File: src/rtl/digit_sprite_renderer_if.sv
// -----------------------------------------------------------------------------
// digit_sprite_renderer_if
// Groups every non-clock signal of the digit sprite renderer into one bundle.
//   frame_start              one-cycle pulse at the start of vertical blank
//   pos_x_in / pos_y_in      requested sprite origin (left column / top row)
//   show_in / blink_en       requested enable and blink mode
//   pix_valid_in, DrawX, DrawY, bg_color   incoming scan pixel
//   rom_addr / rom_data      address to, and registered data from, the ROM
//   pixel_color / pix_valid_out            composited output pixel
// The master modport is the driving side (scan logic, ROM, next layer);
// the slave modport is the renderer itself.
// -----------------------------------------------------------------------------
interface digit_sprite_renderer_if;
    logic        frame_start;
    logic [9:0]  pos_x_in;
    logic [9:0]  pos_y_in;
    logic        show_in;
    logic        blink_en;
    logic        pix_valid_in;
    logic [9:0]  DrawX;
    logic [9:0]  DrawY;
    logic [23:0] bg_color;
    logic [18:0] rom_addr;
    logic [23:0] rom_data;
    logic [23:0] pixel_color;
    logic        pix_valid_out;

    modport master (
        output frame_start, pos_x_in, pos_y_in, show_in, blink_en,
        output pix_valid_in, DrawX, DrawY, bg_color,
        input  rom_addr,
        output rom_data,
        input  pixel_color, pix_valid_out
    );

    modport slave (
        input  frame_start, pos_x_in, pos_y_in, show_in, blink_en,
        input  pix_valid_in, DrawX, DrawY, bg_color,
        output rom_addr,
        input  rom_data,
        output pixel_color, pix_valid_out
    );
endinterface

File: src/rtl/digit_sprite_renderer.sv
// -----------------------------------------------------------------------------
// digit_sprite_renderer
// Pixel pipeline stage that overlays a SPRITE_W x SPRITE_H digit sprite, read
// from a ROM with one cycle of read latency, on top of a lower-layer colour.
// Ports:
//   Clk    pixel clock, all state on the rising edge
//   Reset  asynchronous active-high reset
//   bus    digit_sprite_renderer_if.slave (origin/enable/blink controls,
//          scan pixel in, ROM address/data, composited pixel out)
// Origin, enable and blink mode are sampled only on frame_start so the sprite
// never tears mid-frame. Output latency is two cycles from the scan inputs.
// -----------------------------------------------------------------------------
module digit_sprite_renderer #(
    parameter int          SPRITE_W     = 32,
    parameter int          SPRITE_H     = 32,
    parameter logic [23:0] KEY_COLOR    = 24'hFFFFFF,
    parameter int          BLINK_FRAMES = 30
) (
    input logic                     Clk,
    input logic                     Reset,
    digit_sprite_renderer_if.slave  bus
);

    localparam logic [5:0] BLINK_LAST = 6'(BLINK_FRAMES - 1);

    logic [9:0]  x0_q;
    logic [9:0]  y0_q;
    logic        shownReq_q;
    logic        blinkMode_q;
    logic [5:0]  blinkCnt_q;
    logic        blinkPhase_q;

    logic        hitDly_q;
    logic        validDly_q;
    logic [23:0] bgDly_q;

    logic [23:0] pixelColor_q;
    logic [23:0] pixelColor_d;
    logic        pixValidOut_q;

    logic        visible;
    logic        hit;
    logic [10:0] xEnd;
    logic [10:0] yEnd;
    logic [9:0]  dx;
    logic [9:0]  dy;

    // Per-frame shadow registers and blink counter. Blink decisions use the
    // blink_en value being loaded this frame, not the previous one.
    always_ff @(posedge Clk or posedge Reset) begin
        if (Reset) begin
            x0_q         <= '0;
            y0_q         <= '0;
            shownReq_q   <= 1'b0;
            blinkMode_q  <= 1'b0;
            blinkCnt_q   <= '0;
            blinkPhase_q <= 1'b1;
        end else if (bus.frame_start) begin
            x0_q        <= bus.pos_x_in;
            y0_q        <= bus.pos_y_in;
            shownReq_q  <= bus.show_in;
            blinkMode_q <= bus.blink_en;
            if (bus.blink_en) begin
                if (blinkCnt_q == BLINK_LAST) begin
                    blinkCnt_q   <= '0;
                    blinkPhase_q <= ~blinkPhase_q;
                end else begin
                    blinkCnt_q <= blinkCnt_q + 6'd1;
                end
            end else begin
                blinkCnt_q   <= '0;
                blinkPhase_q <= 1'b1;
            end
        end
    end

    // Hit test in 11 bits so a sprite hanging off the right/bottom edge does
    // not wrap its far boundary back to small coordinates.
    always_comb begin
        visible = shownReq_q & (blinkPhase_q | ~blinkMode_q);
        xEnd    = {1'b0, x0_q} + 11'(SPRITE_W);
        yEnd    = {1'b0, y0_q} + 11'(SPRITE_H);
        hit     = visible & bus.pix_valid_in
                & ({1'b0, bus.DrawX} >= {1'b0, x0_q}) & ({1'b0, bus.DrawX} < xEnd)
                & ({1'b0, bus.DrawY} >= {1'b0, y0_q}) & ({1'b0, bus.DrawY} < yEnd);
        dx      = bus.DrawX - x0_q;
        dy      = bus.DrawY - y0_q;
    end

    assign bus.rom_addr = hit ? (19'(dy) * 19'(SPRITE_W) + 19'(dx)) : '0;

    // Stage 1 delays the side-band data to line up with the ROM's registered
    // output.
    always_ff @(posedge Clk or posedge Reset) begin
        if (Reset) begin
            hitDly_q   <= 1'b0;
            validDly_q <= 1'b0;
            bgDly_q    <= '0;
        end else begin
            hitDly_q   <= hit;
            validDly_q <= bus.pix_valid_in;
            bgDly_q    <= bus.bg_color;
        end
    end

    // Key-colour pixels of the sprite fall through to the lower layer; the
    // output is forced to black when no valid pixel is in this slot.
    always_comb begin
        pixelColor_d = '0;
        if (validDly_q) begin
            if (hitDly_q && (bus.rom_data != KEY_COLOR)) begin
                pixelColor_d = bus.rom_data;
            end else begin
                pixelColor_d = bgDly_q;
            end
        end
    end

    always_ff @(posedge Clk or posedge Reset) begin
        if (Reset) begin
            pixelColor_q  <= '0;
            pixValidOut_q <= 1'b0;
        end else begin
            pixelColor_q  <= pixelColor_d;
            pixValidOut_q <= validDly_q;
        end
    end

    assign bus.pixel_color   = pixelColor_q;
    assign bus.pix_valid_out = pixValidOut_q;

endmodule

File: src/flat_wrapper.sv
// flat-port wrapper written by rule: the top's interface ports become plain ports
module digit_sprite_renderer_flat 
#(
    parameter int          SPRITE_W     = 32,
    parameter int          SPRITE_H     = 32,
    parameter logic [23:0] KEY_COLOR    = 24'hFFFFFF,
    parameter int          BLINK_FRAMES = 30
)
  (Clk, Reset, bus_frame_start, bus_pos_x_in, bus_pos_y_in, bus_show_in, bus_blink_en, bus_pix_valid_in, bus_DrawX, bus_DrawY, bus_bg_color, bus_rom_addr, bus_rom_data, bus_pixel_color, bus_pix_valid_out);
  digit_sprite_renderer_if bus_i ();
  input logic Clk;
  input logic Reset;
  input wire logic [$bits(bus_i.frame_start)-1:0] bus_frame_start;
  input wire logic [$bits(bus_i.pos_x_in)-1:0] bus_pos_x_in;
  input wire logic [$bits(bus_i.pos_y_in)-1:0] bus_pos_y_in;
  input wire logic [$bits(bus_i.show_in)-1:0] bus_show_in;
  input wire logic [$bits(bus_i.blink_en)-1:0] bus_blink_en;
  input wire logic [$bits(bus_i.pix_valid_in)-1:0] bus_pix_valid_in;
  input wire logic [$bits(bus_i.DrawX)-1:0] bus_DrawX;
  input wire logic [$bits(bus_i.DrawY)-1:0] bus_DrawY;
  input wire logic [$bits(bus_i.bg_color)-1:0] bus_bg_color;
  output wire logic [$bits(bus_i.rom_addr)-1:0] bus_rom_addr;
  input wire logic [$bits(bus_i.rom_data)-1:0] bus_rom_data;
  output wire logic [$bits(bus_i.pixel_color)-1:0] bus_pixel_color;
  output wire logic [$bits(bus_i.pix_valid_out)-1:0] bus_pix_valid_out;
  assign bus_i.frame_start = bus_frame_start;
  assign bus_i.pos_x_in = bus_pos_x_in;
  assign bus_i.pos_y_in = bus_pos_y_in;
  assign bus_i.show_in = bus_show_in;
  assign bus_i.blink_en = bus_blink_en;
  assign bus_i.pix_valid_in = bus_pix_valid_in;
  assign bus_i.DrawX = bus_DrawX;
  assign bus_i.DrawY = bus_DrawY;
  assign bus_i.bg_color = bus_bg_color;
  assign bus_rom_addr = bus_i.rom_addr;
  assign bus_i.rom_data = bus_rom_data;
  assign bus_pixel_color = bus_i.pixel_color;
  assign bus_pix_valid_out = bus_i.pix_valid_out;
  digit_sprite_renderer #(.SPRITE_W(SPRITE_W), .SPRITE_H(SPRITE_H), .KEY_COLOR(KEY_COLOR), .BLINK_FRAMES(BLINK_FRAMES)) u_core (.Clk(Clk), .Reset(Reset), .bus(bus_i));
endmodule
File: config.mk
export PLATFORM = sky130hd
export DESIGN_NAME = digit_sprite_renderer_flat
export DESIGN_NICKNAME = d
export VERILOG_FILES = /design/src/rtl/digit_sprite_renderer_if.sv /design/src/rtl/digit_sprite_renderer.sv /design/src/flat_wrapper.sv
export SDC_FILE = /design/constraint.sdc
export NUM_CORES = 1
export LEC_CHECK = 0
export CAP_MARGIN = 20
export CORE_MARGIN = 10
export CORE_UTILIZATION = 45
export DETAILED_ROUTE_END_ITERATION = 6
export PLACE_DENSITY = 0.88
export SLEW_MARGIN = 20
export SYNTH_ARGS = -nofsm -noshare
export SYNTH_HDL_FRONTEND = slang
export SYNTH_SLANG_ARGS = --single-unit
File: constraint.sdc
create_clock -name Clk -period 5.2 [get_ports Clk]
set_input_delay 0.78 -clock Clk [delete_from_list [all_inputs] [get_ports Clk]]
set_output_delay 0.78 -clock Clk [all_outputs]
set_load 0.005 [all_outputs]
==> results of run 1 <==
==> layer usage <==
layer	up-vias	routed length, um	global-route usage, %
li1	1950	-	-
met1	1984	5930	22.0
met2	162	6800	31.0
met3	14	1180	5.19
met4	0	154	6.48
met5	-	0	0
==> through the flow <==
stage | TNS (ns) | power, uW | worst slack [ns] | utilization, %
3_3_place_gp | -1.06 | 1270 | -0.231 | 61.3
6_report | 0 | 1870 | 0.177 | 64.2
3_5_place_dp | -1.95 | 1290 | -0.439 | 61.3
2_1_floorplan | 0 | 1050 | 0.883 | -
4_1_cts | 0 | 1850 | 0.0449 | 63.8
5_1_grt | -0.104 | 1980 | -0.0500 | 64.2
==> flip-flops by register name, indices dropped and copies added (netlist names), 6 cells and up <==
signal / cells
u_core.y0_q: 10
u_core.bgDly_q: 24
u_core.bus.pixel_color: 24
u_core.x0_q: 10
u_core.blinkCnt_q: 6
==> final cells by class <==
cell class                      count  area [um2]
Inverter                           40         151
Clock buffer                        9         124
Sequential cell                    80        2000
Fill cell                         842        3680
Multi-Input combinational cell    340        2530
Clock inverter                      7         104
Timing Repair Buffer              157        1520
Tap cell                          136         170
==> cells in the final DEF, fill, tap and decap left out, types with 7 or more instances in the layout <==
cell type                         instances
sky130_fd_sc_hd__o21ai_0                 27
sky130_fd_sc_hd__ha_1                    38
sky130_fd_sc_hd__nand4_1                 10
sky130_fd_sc_hd__nor2_1                  30
sky130_fd_sc_hd__xnor2_1                 17
sky130_fd_sc_hd__buf_4                   23
sky130_fd_sc_hd__dfrtp_1                 79
sky130_fd_sc_hd__nand2_1                 32
sky130_fd_sc_hd__nor2b_1                 27
sky130_fd_sc_hd__clkdlybuf4s50_1        126
sky130_fd_sc_hd__clkbuf_8                 9
sky130_fd_sc_hd__mux2i_1                 25
sky130_fd_sc_hd__inv_1                   38
sky130_fd_sc_hd__nand2b_1                 7
sky130_fd_sc_hd__a21oi_1                 15
sky130_fd_sc_hd__nand3_1                  8
sky130_fd_sc_hd__xor2_1                   7
==> critical path: stages <==
cell and delay, ns:
sky130_fd_sc_hd__clkdlybuf4s50_1 0.40, sky130_fd_sc_hd__inv_1 0.06, sky130_fd_sc_hd__ha_1 0.17, sky130_fd_sc_hd__inv_1 0.06, sky130_fd_sc_hd__fa_1 0.40, sky130_fd_sc_hd__a21oi_2 0.19
sky130_fd_sc_hd__o22ai_1 0.11, sky130_fd_sc_hd__o21ai_1 0.13, sky130_fd_sc_hd__nand2b_1 0.10, sky130_fd_sc_hd__a21oi_2 0.17, sky130_fd_sc_hd__xnor2_1 0.08, sky130_fd_sc_hd__ha_1 0.31
sky130_fd_sc_hd__o21ai_2 0.08, sky130_fd_sc_hd__o21bai_1 0.13, sky130_fd_sc_hd__a21o_1 0.16, sky130_fd_sc_hd__o311ai_1 0.15, sky130_fd_sc_hd__a311oi_2 0.28, sky130_fd_sc_hd__xor2_1 0.17
sky130_fd_sc_hd__nor2_1 0.07, sky130_fd_sc_hd__clkdlybuf4s15_1 0.25
==> what timing repair did <==
item                       4_1_cts  5_1_grt
buffers inserted                 3        2
pin swaps                        5        7
setup endpoints to repair        7        7
resized for setup               15       11
==> cells by family (layout without fill, tap and decap cells) <==
kind of cell	count (synthesis)	count (layout)	share of synthesized area [%]
simple gates	149	149	16.9
xor+xnor	25	25	4.62
fa+ha+maj	42	42	11.6
buf+inv	59	213	5.13
flops	80	80	42.3
other cells	1	3	0.0792
compound gates	91	91	12.9
mux	30	30	6.47
==> worst min path at each step <==
stage / from / to / slack (ns) / depth (start not counted)
floorplan: u_core.validDly_q / u_core.bus.pix_valid_out / 0.42 / 0
global placement: u_core.blinkPhase_q / u_core.blinkPhase_q / 0.48 / 2
detailed placement: u_core.shownReq_q / u_core.shownReq_q / 0.50 / 1
CTS: u_core.blinkPhase_q / u_core.blinkPhase_q / 0.51 / 2
global route: u_core.blinkPhase_q / u_core.blinkPhase_q / 0.53 / 2
finish: u_core.blinkPhase_q / u_core.blinkPhase_q / 0.51 / 2
==> power by group <==
part	internal, uW	total [uW]	switching (uW)
logic	336	654	318
registers	663	687	23.9
clock network	276	532	255
==> results.md, run 1 <==
Status
- **outcome** finished clean

Finish
- **final net count** 764
- **post-layout instance area** 6600 um2
- **share of final-layout standard cells stronger than drive strength 1** 12.6%
- **signed area change from the synthesized netlist to the final layout** 39.4%
- **non-filler cells in the finished layout** 769
- **diode count** 0

Clock network
- **Max clock buf depth** 2
- **sink count of the clock tree** 80
- **clock root buffer** sky130_fd_sc_hd__clkbuf_8
- **CTS tree** built
- **post-cts hold buffer count** 0
- **CTS H-Tree Depth** 3
- **clock-pin slew on the worst setup and hold paths** 0.09 ns
- **total CTS buffers** 9
- **clock latency of the later-clocked register in the worst-skew pair** 0.37 ns

GRT
- **final global-route overflow total** 0
- **initial antenna violation count** 0
- **vias in the first global route** 4284
- **GRT Total Usage** 18.4%
- **pin count of the biggest net entering global routing** 53
- **wire length of the first global-routing pass** 21700 um

Pwr
- **worst ir drop on vdd** 0.174 mV
- **leakage power summed over all cells** 0.00290 uW
- **power per unit of standard cell area** 284 nW/um2

Worst setup path
- **type of destination of the critical path** output pin
- **biggest fanout along the worst timing path** 2
- **worst reg2reg path depth** 11
- **worst endpoint required time** 4.42 ns
- **source of the worst register-to-register timing path** u_core.x0_q[6]
- **reg-to-reg endpoint** u_core.hitDly_q
- **Worst Path Class, Setup** primary input to output pin
- **Reg2Reg Setup Slack** 2.31 ns
- **critical path launch point** bus_DrawX[0]
- **Critical Path Start Type** primary input
- **critical path arrival** 4.24 ns
- **crit path to** bus_rom_addr[14]

Detailed routing
- **total via count after detailed routing** 4110
- **detailed-route vias per instance** 5.34
- **DRT antenna net count** 0
- **number of DRC violations after detailed-routing iteration 0** 198
- **length of the first detailed-routing pass in iterations** 4
- **Post-route DRC** 0
- **Post-Route WL** 14100 um
- **WL/cell** 18.3 um

Timing
- **worst rel slew slack** 53.5%
- **worst setup skew after layout** 0.0132 ns
- **Tcrit/Tclk final** 96.6%
- **final critical path time including I/O delays and setup** 5.02 ns
- **achievable clock frequency** 199 MHz
- **Final Hold Fails** 0
- **Slew Limit Fails** 0
- **worst slack on hold paths** 0.505 ns
- **Setup-failing EPs final** 0
- **slew at the pin with the worst max-slew slack** 0.697 ns

Placement
- **IO Port Bufs** 134
- **placed cells** 748
- **cell area after placement** 6300 um2
- **HPWL Detailed** 10800 um
- **weighted congestion at the end of routability-driven global placement** 0.924

Synthesis
- **mean area per synthesized cell** 9.93 um2
- **top post-synthesis cells by count** sky130_fd_sc_hd__dfrtp_1 (79), sky130_fd_sc_hd__ha_1 (39), sky130_fd_sc_hd__inv_1 (39), sky130_fd_sc_hd__nand2_1 (32), sky130_fd_sc_hd__nor2_1 (31)
- **Yosys warning total** 0
- **most common cell in the synthesized netlist** sky130_fd_sc_hd__dfrtp_1
- **number of flops mapped to enable cells by yosys** 0
- **share of async-settable or async-resettable flops after synthesis** 100%
- **synth unique cells** 62
- **Top FF cell, synth** sky130_fd_sc_hd__dfrtp_1
- **sequential area share after synthesis** 42.3%
- **leading area contributor after synthesis** sky130_fd_sc_hd__dfrtp_1
- **area share of the largest cell type after synthesis** 41.7%
- **cell types with the largest area share after synthesis** sky130_fd_sc_hd__dfrtp_1 (42%), sky130_fd_sc_hd__ha_1 (10%), sky130_fd_sc_hd__mux2i_1 (5.3%)
- **synthesized instance count** 477
- **post-synthesis cell area** 4740 um2
- **#FFs+latches synth** 80

Floorplanning
- **die boundary width** 123 um
- **standard-cell rows** 37
- **initial standard-cell utilization of the core** 46.1%
- **top-level port count** 138
- **Std-Cell Core Area** 10300 um2
- **area of the die** 15000 um2
- **die height** 123 um

Hold path
- **type of the most critical hold path** flip-flop to flip-flop

Flow run
- **maxcap violations** 0

(Power assumes the default switching activity.)
==> run 2, diff against run 1 <==
CORE_UTILIZATION = 40   (was 45)
PLACE_DENSITY = 0.81   (was 0.88)
SLEW_MARGIN = 0   (was 20)
==> run 2 against run 1 <==
Net effect:
- flip-flop and latch count stayed put
- combinational power is 0.6% higher
- die area is 10% higher
- global-route usage is 2.0 points lower
- non-clock buffer count is 1 lower
- worst hold slack worse by 0.0047 ns
- sequential share of layout area is 0.55 points lower
- first-iteration DRC count is 11% lower
- clock skew is 0.0078 ns lower
- cell count is 0.78% higher
- count of clock-buffer cells in the layout is 2 higher
- critical path type unchanged
- critical endpoint is now bus_rom_addr[11]
- largest cell class unchanged
- largest power group unchanged
==> results.md, run 2 (synthesis results as in run 1) <==
Floorplanning
- **Std-Cell Core Area** 11500 um2
- **initial standard-cell utilization of the core** 41.1%
- **area of the die** 16600 um2
- **die boundary width** 129 um
- **standard-cell rows** 39
- **die height** 129 um
- **top-level port count** 138

Worst setup path
- **Critical Path Start Type** primary input
- **type of destination of the critical path** output pin
- **family with the most delay on the worst path** buffers and inverters
- **worst endpoint required time** 4.42 ns
- **Worst Path Class, Setup** primary input to output pin
- **number of buffer and inverter stages on the critical path** 5
- **Slowest-stage cell, CP** sky130_fd_sc_hd__clkdlybuf4s50_1
- **crit-path cells** clkdlybuf4s50_1 -> inv_1 -> ha_1 -> nor2b_2 -> o21ai_2 -> a21oi_2 -> buf_4 -> o31ai_1 -> buf_4 -> xnor2_1 -> ha_1 -> fa_1 -> a21o_1 -> a21oi_2 -> nor2b_4 -> nor2_2 -> nor2_1 -> xor2_1 -> nor2_1 -> clkdlybuf4s15_1
- **biggest fanout along the worst timing path** 2
- **Critical Path Max Stage Delay** 0.46 ns
- **critical path arrival** 4.15 ns

Finish
- **commonest cells after routing, fill and taps aside** sky130_fd_sc_hd__clkdlybuf4s50_1 (126), sky130_fd_sc_hd__dfrtp_1 (79), sky130_fd_sc_hd__inv_1 (38)
- **diode count** 0
- **most common library cell in the layout ignoring fill and taps** sky130_fd_sc_hd__clkdlybuf4s50_1
- **fillcell total** 948
- **share of final-layout standard cells stronger than drive strength 1** 13.8%
- **final net count** 763
- **signed area change from the synthesized netlist to the final layout** 42.0%

Timing
- **achievable clock frequency** 203 MHz
- **worst slack on hold paths** 0.501 ns
- **Final Hold Fails** 0
- **Slew Limit Fails** 0
- **Setup-failing EPs final** 0
- **RSZ-0062 raised after global routing** no
- **Tcrit/Tclk final** 94.8%
- **setup tns final** 0 ns
- **worst setup skew after layout** 0.00541 ns
- **final critical path time including I/O delays and setup** 4.93 ns
- **worst rel slew slack** 35.3%
- **slew at the pin with the worst max-slew slack** 0.968 ns

Pwr
- **leakage power summed over all cells** 0.00294 uW
- **worst ir drop on vdd** 0.138 mV
- **power per unit of standard cell area** 296 nW/um2
- **Pwr Total** 1990 uW

Detailed routing
- **Post-Route WL** 13900 um
- **total via count after detailed routing** 4043
- **detailed-route vias per instance** 5.22
- **number of DRC violations after detailed-routing iteration 0** 176
- **WL/cell** 17.9 um
- **Post-route DRC** 0
- **length of the first detailed-routing pass in iterations** 5
- **DRT antenna net count** 0

Clock network
- **sink count of the clock tree** 80
- **total CTS buffers** 9
- **CTS H-Tree Depth** 3
- **post-cts hold buffer count** 0
- **CTS tree** built
- **clock latency of the later-clocked register in the worst-skew pair** 0.34 ns
- **clock-pin slew on the worst setup and hold paths** 0.06 ns
- **Max clock buf depth** 2
- **clock root buffer** sky130_fd_sc_hd__clkbuf_16

Placement
- **HPWL Detailed** 10900 um
- **weighted congestion at the end of routability-driven global placement** 0.943
- **IO Port Bufs** 134

GRT
- **vias in the first global route** 4244
- **initial antenna violation count** 0
- **pin count of the biggest net entering global routing** 50
- **final global-route overflow total** 0
- **GRT Total Usage** 16.3%
- **wire length of the first global-routing pass** 21400 um

Flow run
- **maxcap violations** 0

Status
- **outcome** finished clean

Hold path
- **type of the most critical hold path** flip-flop to flip-flop

run 2: cell type report:
class | count | area (um2) | area share [%]
clock buffers | 11 | 243 | 3.61
inverters | 40 | 151 | 2.25
clock inverters | 5 | 63.8 | 0.949
well taps | 143 | 179 | 2.66
repair buffers | 156 | 1490 | 22.2
flip-flops and latches | 80 | 2000 | 29.8
multi-input cells | 340 | 2590 | 38.5
run 2: metal layers:
metal | vias to the layer above | GRT usage, % | share of wire (%)
met5 | - | 0 | 0
li1 | 1949 | - | -
met4 | 0 | 6.02 | 2.1
met2 | 190 | 27.0 | 46
met1 | 1879 | 18.7 | 41
met3 | 25 | 6.61 | 10
run 2: report_power, final:
group | leakage, uW | internal [uW] | switching [uW]
Combinational | 0.00181 | 338 | 321
Clock | 0.000146 | 388 | 252
Sequential | 0.000983 | 665 | 23.0
run 2: final timing paths:
check | cells after the start | from | end | slack (ns)
worst max-delay path | 20 | bus_DrawX[0] | bus_rom_addr[11] | 0.27
worst min-delay path | 2 | u_core.blinkPhase_q | u_core.blinkPhase_q | 0.50
worst max register to register | 11 | u_core.x0_q[6] | u_core.hitDly_q | 2.31
worst min register to register | 2 | u_core.blinkPhase_q | u_core.blinkPhase_q | 0.50
max in group asynchronous | 3 | Reset | u_core.bus.pixel_color[12] | 3.35
min in group asynchronous | 2 | Reset | u_core.bgDly_q[21] | 0.93
run 2: repair_timing:
action,CTS,global route
setup endpoints to repair,7,7
pin swaps,7,10
buffers inserted,3,2
gates resized for setup,22,19
run 2: worst reg2reg max path: cells and delay by family, from the launching register on:
family	cells	cell delay [ns]
buffers and inverters	2	0.22
xor gates and xnor gates	1	0.16
AOI/OAI and AO/OA	5	0.91
and+or+nand+nor	2	0.91
adders and majority gates	1	0.27
DFF	1	0.36
run 2: stage by stage:
step                setup slack [ns]  instances  utilization [%]  instance area, um2
detailed placement            -0.412        754             54.7                6300
global route                 0.00998        775             58.4                6720
CTS                          0.00181        773             57.8                6660
floorplan                      0.883        479                -                4740
finish                         0.268        775             58.4                6720
global placement              -0.214        754             54.7                6300
==> run 3, diff against run 2 <==
CTS_CLUSTER_SIZE = 20   (was unset)
REMOVE_ABC_BUFFERS = 1   (was unset)
==> run 3 against run 2 <==
Net effect:
- global-route usage up 0.16 points
- critical path depth did not move
- register-to-register slack better by 0.06 ns
- routed wire length is 0.66% lower
- final area shrank 0.71%
- count of clock-buffer cells in the layout is the same
- combinational power down 2%
- cell count decreased by 0.39%
- non-clock buffer count fell by 2
- worst hold slack better by 0.0040 ns
- core utilization down 0.41 points
- largest cell class unchanged
==> results.md, run 3 (synthesis results as in run 1) <==
Timing
- **Tcrit/Tclk final** 96.7%
- **Slew Limit Fails** 0
- **final critical path time including I/O delays and setup** 5.03 ns
- **worst rel slew slack** 53.6%
- **RSZ-0062 raised after global routing** no
- **achievable clock frequency** 199 MHz
- **post-layout worst setup margin** 0.171 ns
- **slew at the pin with the worst max-slew slack** 0.697 ns
- **Final Hold Fails** 0
- **Setup-failing EPs final** 0
- **worst setup skew after layout** 0.00668 ns

Placement
- **HPWL Detailed** 10700 um
- **worst slack at placement** -0.433 ns
- **weighted congestion at the end of routability-driven global placement** 0.922
- **IO Port Bufs** 134

Worst setup path
- **Slowest-stage cell, CP** sky130_fd_sc_hd__clkdlybuf4s50_1
- **crit-path cells** clkdlybuf4s50_1 -> inv_1 -> ha_1 -> inv_1 -> fa_2 -> a21oi_2 -> o22ai_1 -> o21ai_1 -> nand2b_1 -> a21oi_2 -> xnor2_1 -> ha_1 -> o21ai_2 -> o21bai_1 -> a21o_1 -> o311ai_1 -> a311oi_2 -> xor2_1 -> nor2_1 -> clkbuf_2
- **biggest fanout along the worst timing path** 2
- **critical path arrival** 4.25 ns
- **worst endpoint required time** 4.42 ns
- **Critical Path Max Stage Delay** 0.39 ns
- **number of buffer and inverter stages on the critical path** 4
- **type of destination of the critical path** output pin
- **Reg2Reg Setup Slack** 2.37 ns
- **Worst Path Class, Setup** primary input to output pin
- **family with the most delay on the worst path** compound AO/OA/AOI/OAI gates
- **Critical Path Start Type** primary input

Pwr
- **worst ir drop on vdd** 0.155 mV
- **power per unit of standard cell area** 302 nW/um2
- **leakage power summed over all cells** 0.00292 uW

Detailed routing
- **amount of wire on met3 after detailed routing** 1180 um
- **total via count after detailed routing** 4055
- **length of the first detailed-routing pass in iterations** 4
- **Post-route DRC** 0
- **top layer used by detailed routing** met4
- **detailed-route vias per instance** 5.25
- **post-route met1 wirelength** 6000 um
- **DRT antenna net count** 0
- **WL/cell** 17.9 um
- **number of DRC violations after detailed-routing iteration 0** 265
- **Post-Route WL** 13800 um
- **WL met2** 6370 um

Finish
- **share of final-layout standard cells stronger than drive strength 1** 12.6%
- **signed area change from the synthesized netlist to the final layout** 41.0%
- **commonest cells after routing, fill and taps aside** sky130_fd_sc_hd__clkdlybuf4s50_1 (127), sky130_fd_sc_hd__dfrtp_1 (79), sky130_fd_sc_hd__inv_1 (38), sky130_fd_sc_hd__ha_1 (38), sky130_fd_sc_hd__nand2_1 (32)
- **diode count** 0
- **most common library cell in the layout ignoring fill and taps** sky130_fd_sc_hd__clkdlybuf4s50_1
- **utilization of the core after routing** 58.0%
- **final net count** 761

Floorplanning
- **initial standard-cell utilization of the core** 41.1%
- **area of the die** 16600 um2
- **standard-cell rows** 39
- **top-level port count** 138
- **die height** 129 um
- **Std-Cell Core Area** 11500 um2
- **die boundary width** 129 um

Clock network
- **total CTS buffers** 9
- **sink count of the clock tree** 80
- **clock-pin slew on the worst setup and hold paths** 0.06 ns
- **Max clock buf depth** 2
- **post-cts hold buffer count** 0
- **CTS H-Tree Depth** 3
- **clock latency of the later-clocked register in the worst-skew pair** 0.34 ns
- **CTS tree** built
- **clock root buffer** sky130_fd_sc_hd__clkbuf_16

GRT
- **wire length of the first global-routing pass** 21800 um
- **GRT Total Usage** 16.5%
- **pin count of the biggest net entering global routing** 45
- **final global-route overflow total** 0
- **vias in the first global route** 4349
- **initial antenna violation count** 0

Hold path
- **type of the most critical hold path** flip-flop to flip-flop

Flow run
- **maxcap violations** 0

Status
- **outcome** finished clean

[run 3: cell count changes in the layout (fill, tap and decap cells not counted), sizes merged]
cell / delta
dlygate4sd2: +2
bufinv: +1
clkdlybuf4s50: +1
clkdlybuf4s15: -1
buf: -5
clkinvlp: -1
clkbuf: +2
dlymetal6s2s: -1
clkinv: -1
[run 3: what timing repair did]
| item | 4_1_cts | 5_1_grt |
|---|---|---|
| pin swaps | 6 | 8 |
| setup endpoints to repair | 8 | 7 |
| hold endpoints to repair | 0 | 0 |
| buffers inserted | 1 | 1 |
| resized for setup | 16 | 12 |
[run 3: worst min-delay path, delay by kind of cell, from the launching register on]
family	cells	cell delay (ns)
AND/OR/NAND/NOR	1	0.08
AO/OA/AOI/OAI	1	0.05
flip-flops	1	0.38
[run 3: where the power goes]
group | switching, uW | internal [uW]
clock | 250 | 433
combinational | 317 | 327
sequential | 23.7 | 665
[run 3: final timing paths]
| path | from | end | cells after the start |
|---|---|---|---|
| setup / recovery | bus_DrawX[0] | bus_rom_addr[14] | 20 |
| hold / removal | u_core.blinkPhase_q | u_core.blinkPhase_q | 2 |
| setup reg to reg | u_core.y0_q[0] | u_core.hitDly_q | 10 |
| hold reg to reg | u_core.blinkPhase_q | u_core.blinkPhase_q | 2 |
| max in group asynchronous | Reset | u_core.bus.pixel_color[8] | 3 |
| min in group asynchronous | Reset | u_core.bus.pixel_color[0] | 2 |
[run 3: cell type report]
class                           count  area [um2]
Fill cell                         984        4840
Inverter                           40         151
Timing Repair Buffer              154        1480
Clock buffer                       11         243
Multi-Input combinational cell    340        2540
Sequential cell                    80        2000
Tap cell                          143         179
Clock inverter                      4        77.6
[run 3: through the flow]
stage                     cells  TNS [ns]  total power, uW  area, um2  hold WS (ns)
after floorplan             460         0             1050       4650         0.471
final                       772         0             2020       6680         0.505
after global placement      755     -1.14             1270       6310         0.482
after global routing        772         0             2120       6680         0.522
after CTS                   771         0             2020       6650         0.501
after detailed placement    755     -2.05             1300       6310         0.490
[run 3: per-layer routing]
metal / track usage [%] / vias up
li1: - / 1945
met1: 18.9 / 1934
met2: 27.7 / 156
met3: 6.16 / 20
met4: 5.95 / 0
met5: 0 / -
